[src/rtl/seg_pkg.sv]
// Shared types and hex decode for the seven-segment display controller.
// Pattern layout: bit7..bit1 = segments a..g, bit0 = decimal point (active-high here).
package seg_pkg;

  localparam int NUM_DIGITS = 8;

  typedef struct packed {
    logic       blank;
    logic       dp;
    logic [3:0] val;
  } digit_t;

  localparam logic [7:0] HEX_PATTERN [16] = '{
    8'hFC, 8'h60, 8'hDA, 8'hF2, 8'h66, 8'hB6, 8'hBE, 8'hE0,
    8'hFE, 8'hF6, 8'hEE, 8'h3E, 8'h9C, 8'h7A, 8'h9E, 8'h8E
  };

  // A blanked digit is fully dark, decimal point included.
  function automatic logic [7:0] seg_encode(input digit_t d);
    logic [7:0] pat;
    pat = HEX_PATTERN[d.val] | {7'b0, d.dp};
    if (d.blank) pat = 8'h00;
    return pat;
  endfunction

endpackage

[src/rtl/seg_rr_arb.sv]
// Two-requester round-robin arbiter; req[0]/gnt[0] is writer A, req[1]/gnt[1] is writer B.
// Grants are combinational; the last-grant pointer moves only when something is granted.
module seg_rr_arb (
  input  logic       clk,
  input  logic       rst,
  input  logic [1:0] req,
  output logic [1:0] gnt
);

  // Set when B was granted most recently; reset value makes A win the first contention.
  logic last_b;

  always_comb begin
    gnt[0] = req[0] & (~req[1] | last_b);
    gnt[1] = req[1] & (~req[0] | ~last_b);
  end

  // NOTE: clocked state uses non-blocking assignments so every register samples pre-edge values.
  always_ff @(posedge clk) begin
    if (rst) begin
      last_b <= 1'b1;
    end else if (gnt[0]) begin
      last_b <= 1'b0;
    end else if (gnt[1]) begin
      last_b <= 1'b1;
    end
  end

endmodule

[src/rtl/seg_display_ctrl.sv]
// Eight-digit seven-segment controller shared by two valid/ready writers.
// Optional scrolling rotation is built only when SEG_DISPLAY_CTRL_SCROLL_EN is defined.
module seg_display_ctrl
  import seg_pkg::*;
#(
  parameter int CLK_NUM = 500000
) (
  input  logic       clk,
  input  logic       rst,
  input  logic       a_valid,
  output logic       a_ready,
  input  logic [2:0] a_idx,
  input  logic [3:0] a_val,
  input  logic       a_dp,
  input  logic       a_blank,
  input  logic       b_valid,
  output logic       b_ready,
  input  logic [2:0] b_idx,
  input  logic [3:0] b_val,
  input  logic       b_dp,
  input  logic       b_blank,
  input  logic       scroll_on,
  output logic [7:0] o_seg0,
  output logic [7:0] o_seg1,
  output logic [7:0] o_seg2,
  output logic [7:0] o_seg3,
  output logic [7:0] o_seg4,
  output logic [7:0] o_seg5,
  output logic [7:0] o_seg6,
  output logic [7:0] o_seg7
);

  logic [1:0] gnt;
  logic       wr_en;
  logic [2:0] wr_idx;
  digit_t     wr_data;
  digit_t     digits [NUM_DIGITS];
  logic [7:0] seg_q  [NUM_DIGITS];
  logic [2:0] offset;

  seg_rr_arb u_arb (
    .clk (clk),
    .rst (rst),
    .req ({b_valid, a_valid}),
    .gnt (gnt)
  );

  assign a_ready = gnt[0];
  assign b_ready = gnt[1];

  // NOTE: every always_comb output gets a default first so no path can infer a latch.
  always_comb begin
    wr_en   = |gnt;
    wr_idx  = b_idx;
    wr_data = digit_t'{blank: b_blank, dp: b_dp, val: b_val};
    if (gnt[0]) begin
      wr_idx  = a_idx;
      wr_data = digit_t'{blank: a_blank, dp: a_dp, val: a_val};
    end
  end

  // NOTE: the digit file is reset explicitly because the display must come up dark.
  always_ff @(posedge clk) begin
    if (rst) begin
      for (int i = 0; i < NUM_DIGITS; i++) begin
        digits[i] <= digit_t'{blank: 1'b1, dp: 1'b0, val: 4'h0};
      end
    end else if (wr_en) begin
      digits[wr_idx] <= wr_data;
    end
  end

`ifdef SEG_DISPLAY_CTRL_SCROLL_EN
  localparam int CNT_W = (CLK_NUM > 0) ? $clog2(CLK_NUM + 1) : 1;

  logic [CNT_W-1:0] count;

  always_ff @(posedge clk) begin
    if (rst || !scroll_on) begin
      count  <= '0;
      offset <= '0;
    end else if (count == CNT_W'(CLK_NUM)) begin
      count  <= '0;
      offset <= offset + 3'd1;
    end else begin
      count <= count + 1'b1;
    end
  end
`else
  // Rotation hardware is absent; the scroll inputs are kept only for interface compatibility.
  logic unused_scroll;
  assign unused_scroll = scroll_on | (CLK_NUM == 0);
  assign offset        = 3'd0;
`endif

  // Output K shows digit (K + offset) mod 8; the 3-bit sum wraps naturally.
  always_ff @(posedge clk) begin
    if (rst) begin
      for (int i = 0; i < NUM_DIGITS; i++) begin
        seg_q[i] <= 8'hFF;
      end
    end else begin
      for (int i = 0; i < NUM_DIGITS; i++) begin
        seg_q[i] <= ~seg_encode(digits[3'(i) + offset]);
      end
    end
  end

  assign o_seg0 = seg_q[0];
  assign o_seg1 = seg_q[1];
  assign o_seg2 = seg_q[2];
  assign o_seg3 = seg_q[3];
  assign o_seg4 = seg_q[4];
  assign o_seg5 = seg_q[5];
  assign o_seg6 = seg_q[6];
  assign o_seg7 = seg_q[7];

endmodule

[config.mk]
export PLATFORM = sky130hd
export DESIGN_NAME = seg_display_ctrl
export DESIGN_NICKNAME = d
export VERILOG_FILES = /design/src/rtl/seg_pkg.sv /design/src/rtl/seg_rr_arb.sv /design/src/rtl/seg_display_ctrl.sv
export SDC_FILE = /design/constraint.sdc
export NUM_CORES = 1
export LEC_CHECK = 0
export ABC_AREA = 1
export CAP_MARGIN = 20
export CORE_MARGIN = 3
export CORE_UTILIZATION = 31
export DETAILED_ROUTE_END_ITERATION = 7
export PLACE_DENSITY = 0.57
export REMOVE_ABC_BUFFERS = 1
export SLEW_MARGIN = 10
export SYNTH_ARGS = -nofsm -noshare
export SYNTH_HDL_FRONTEND = slang
export SYNTH_HIERARCHICAL = 1
export SYNTH_SLANG_ARGS = --single-unit
[constraint.sdc]
create_clock -name clk -period 2.81 [get_ports clk]
set_input_delay 0.562 -clock clk [delete_from_list [all_inputs] [get_ports clk]]
set_output_delay 0.562 -clock clk [all_outputs]
set_load 0.02 [all_outputs]
==> results.md <==
* Outcome: completed
* Critical Path Stages at 4
* Synth Area in Adders at between 10% and 20%
* Synthesized area at around 0.0054 sq mm
* Compound-cell area share of the yosys netlist at under 10%
* Maxcap violations at 0
* YS warnings at 6
* Crit-path slowest cell: clkdlybuf4s50_1
* First-pass DRT Iterations at 4
* # IOs at between 80 and 90
* Post-DRT Antenna Nets at 0
* Most common cell after layout, fill and taps aside: nand2_1
* Synth area leaders: edfxtp_1, dfxtp_1, ha_1
* Total CTS buffers at 17
* Clock Power Share at 47.6%
* Via count at 4276
* Die Wd at roughly 140 um
* Hold Buf Count CTS at 0
* Req. time, crit path at 2.25 ns
* Ys flop type: dfxtp_1
* Tightest Pin Transition at 0.5866 ns
* I/O Buffers at 87
* Switching share of total power at about a quarter
* Power share of the combinational group at around 10%
* Final #Nets at 771
* Full die area at 0.01894 sq mm
* Hold path depth at 1
* Crit-path cells: clkdlybuf4s50_1, inv_1, a21oi_2, clkdlybuf4s50_1
* Worst Reg2Reg Path Length in Cells at 9
* IR drop worst, VDD at 0.4453 mV
* Avg WL per Cell at 13.09 um
* Number of synthesized flops with an enable pin at 48
* First-pass GRT wire length at 20040 um
* Area growth syn-to-layout at 32.77%
* Pwr dens at 603.5 mW/mm^2
* Sw power at 0.001034 W
* Int Pwr at 0.003270 W
* Buffers & Inverters on Critical Path at 3
* Crit-path most repeated cell: clkdlybuf4s50_1
* Post-synthesis sequential area ratio at 51.06%
* Setup bufs post-CTS at 0
* Mapped Avg Cell Area at 9.028 sq um
* Seq pwr share at 42.5%
* Fillers at 1599
* Clk slew on worst S/H paths at 0.05 ns
* # clock sinks at around 110
* Post-synthesis mux area share at between 1 and 1.5%
* CP Class: input port to primary output
* Yosys top cell by area: edfxtp_1
* LEAKAGE at around 2.9 nW
* GRT overflow at 0
* RSZ-0062 raised after global routing: no
* Latest clock arrival within the worst-skew pair at 0.41 ns
* Post-cts resize count at 0
* Vias in the first global route at 4305
* Mapped Cells at 595
* Main combinational cell family by area after synthesis: simple AND/OR/NAND/NOR gates
* Kind of cell adding the most delay to the critical path: buffers and inverters
* # H-tree levels at 4
* Design Area, Final at 0.007132 sq mm
* Max incr delay on CP at 0.70 ns
* Post-DP HPWL at 9105 um
* GP Congestion at slightly below 0.9
* Die height at between 100 and 150 um
* Post-synth top area share at 26.83%
* Std-Cell Core Area at 0.01676 sq mm
* Min Hold Slack at 0.4149 ns
* Post-synthesis simple-gate area fraction at about 23%
* Vias per std cell at 4.583
* Slew HR at ~61%
* DR DRC count at 0
* ANT cells at 0
* Post-Synth XOR/XNOR Area at 0%
* Unique masters post-synth at 22
* Routed wire length at 12220 um
* Total Routing Usage GR at 13.61%
* Crit start category: input port
* Row count at 47
* CP Max Fanout at 3
* CTS tree: built
* Most frequent cells in the layout: nand2_1, clkdlybuf4s50_1, nand3_1
* Post-DP Area at roughly 0.0066 sq mm
* Initial drt markers at 177
* Initial antenna violation count at 0
* CP arrival at 1.99 ns
* Initial Util at 32.05%
* Pin count of the biggest net entering global routing at 17
* Share of cells above drive strength 1 at between 10% and 20%
* Async SR Flop Fraction at 0%
* Period utilization at approximately nine tenths
* Critical path endpoint category: primary output
* Final hold violation count at 0
* Final min period at approximately 2.6 ns
* Peak Freq at 391.3 MHz
* #FFs+latches synth at about 110
* CTS root buffer: clkbuf_16
* CTS Buffer Depth at 2
* Clk_skew at 0.01090 ns
* Worst min-delay path class: register to register
* Max-slew violations at 0
* Final setup vio count at 0
==> metal layers <==
metal | vias up | wire, um | global-route usage, %
li1 | 2188 | - | -
met1 | 1935 | 5123 | 15.71
met2 | 126 | 5713 | 21.83
met3 | 27 | 997 | 5.223
met4 | 0 | 380 | 7.206
met5 | - | 0 | 0
==> state kept, by name, indices dropped and copies added (netlist names) <==
| register | cells |
|---|---|
| seg_q | 64 |
| digits | 48 |
| u_arb/last_b | 1 |
==> cell families (layout without fill, tap and decap cells) <==
group | after synthesis | in the layout
adders and majority gates | 48 | 48
DFF | 113 | 113
and+or+nand+nor | 283 | 283
muxes | 5 | 5
buffers and inverters | 77 | 195
AOI/OAI and AO/OA | 69 | 69
==> final cells by class <==
cell class / instances / area [sq um] / share of cell area (%)
Sequential cell: 113 / 2743 / 38.46
Multi-Input combinational cell: 405 / 2336 / 32.75
Timing Repair Buffer: 100 / 968.4 / 13.58
Clock buffer: 20 / 456.7 / 6.404
Tap cell: 220 / 275.3 / 3.860
Inverter: 63 / 237.7 / 3.333
Clock inverter: 12 / 115.1 / 1.614
==> power groups by stage <==
stage | Clock (W) | Sequential [W] | Combinational (W)
6_report | 0.00205 | 0.00183 | 0.000429
5_1_grt | 0.00218 | 0.00183 | 0.000483
4_1_cts | 0.00210 | 0.00183 | 0.000432
3_5_place_dp | 0 | 0.00186 | 0.000429
3_3_place_gp | 0 | 0.00186 | 0.000422
2_1_floorplan | 0 | 0.00186 | 0.000254
==> cell usage after synthesis, types with 5 or more instances <==
cell	instances
nand2_1	123
inv_1	54
nand3_1	84
nor2_1	56
ha_1	48
o21ai_0	28
nor2_4	6
edfxtp_1	48
clkbuf_1	11
mux2i_2	5
nand2_2	12
a21oi_1	10
o211ai_1	25
inv_2	8
dfxtp_1	65
==> path summary, 6_finish.rpt <==
kind             endpoint  slack [ns]    startpoint
min reg2reg  seg_q[0][16]        0.41  digits[2][4]
min          seg_q[0][16]        0.41  digits[2][4]
max               a_ready        0.25       a_valid
max reg2reg  digits[2][2]        0.87  u_arb/last_b
==> stage by stage <==
step           total power [W]  worst slack [ns]  util, %  TNS [ns]  instances
6_report              0.004304            0.2545    42.55         0        933
5_1_grt               0.004501            0.1446    42.55         0        933
4_1_cts               0.004359            0.2271    42.55         0        933
3_5_place_dp          0.002288            0.1590    39.14         0        901
3_3_place_gp          0.002280            0.1723    39.14         0        901
2_1_floorplan         0.002115           -0.1582        -    -6.940        581
==> worst register-to-register path: cells and delay by family, from the launching register on <==
family / cells / cell delay, ns
simple gates: 5 / 0.74
buf+inv: 3 / 0.34
flops: 1 / 0.32
compound gates: 1 / 0.22
No activity file was read; power rests on OpenSTA's default activity.
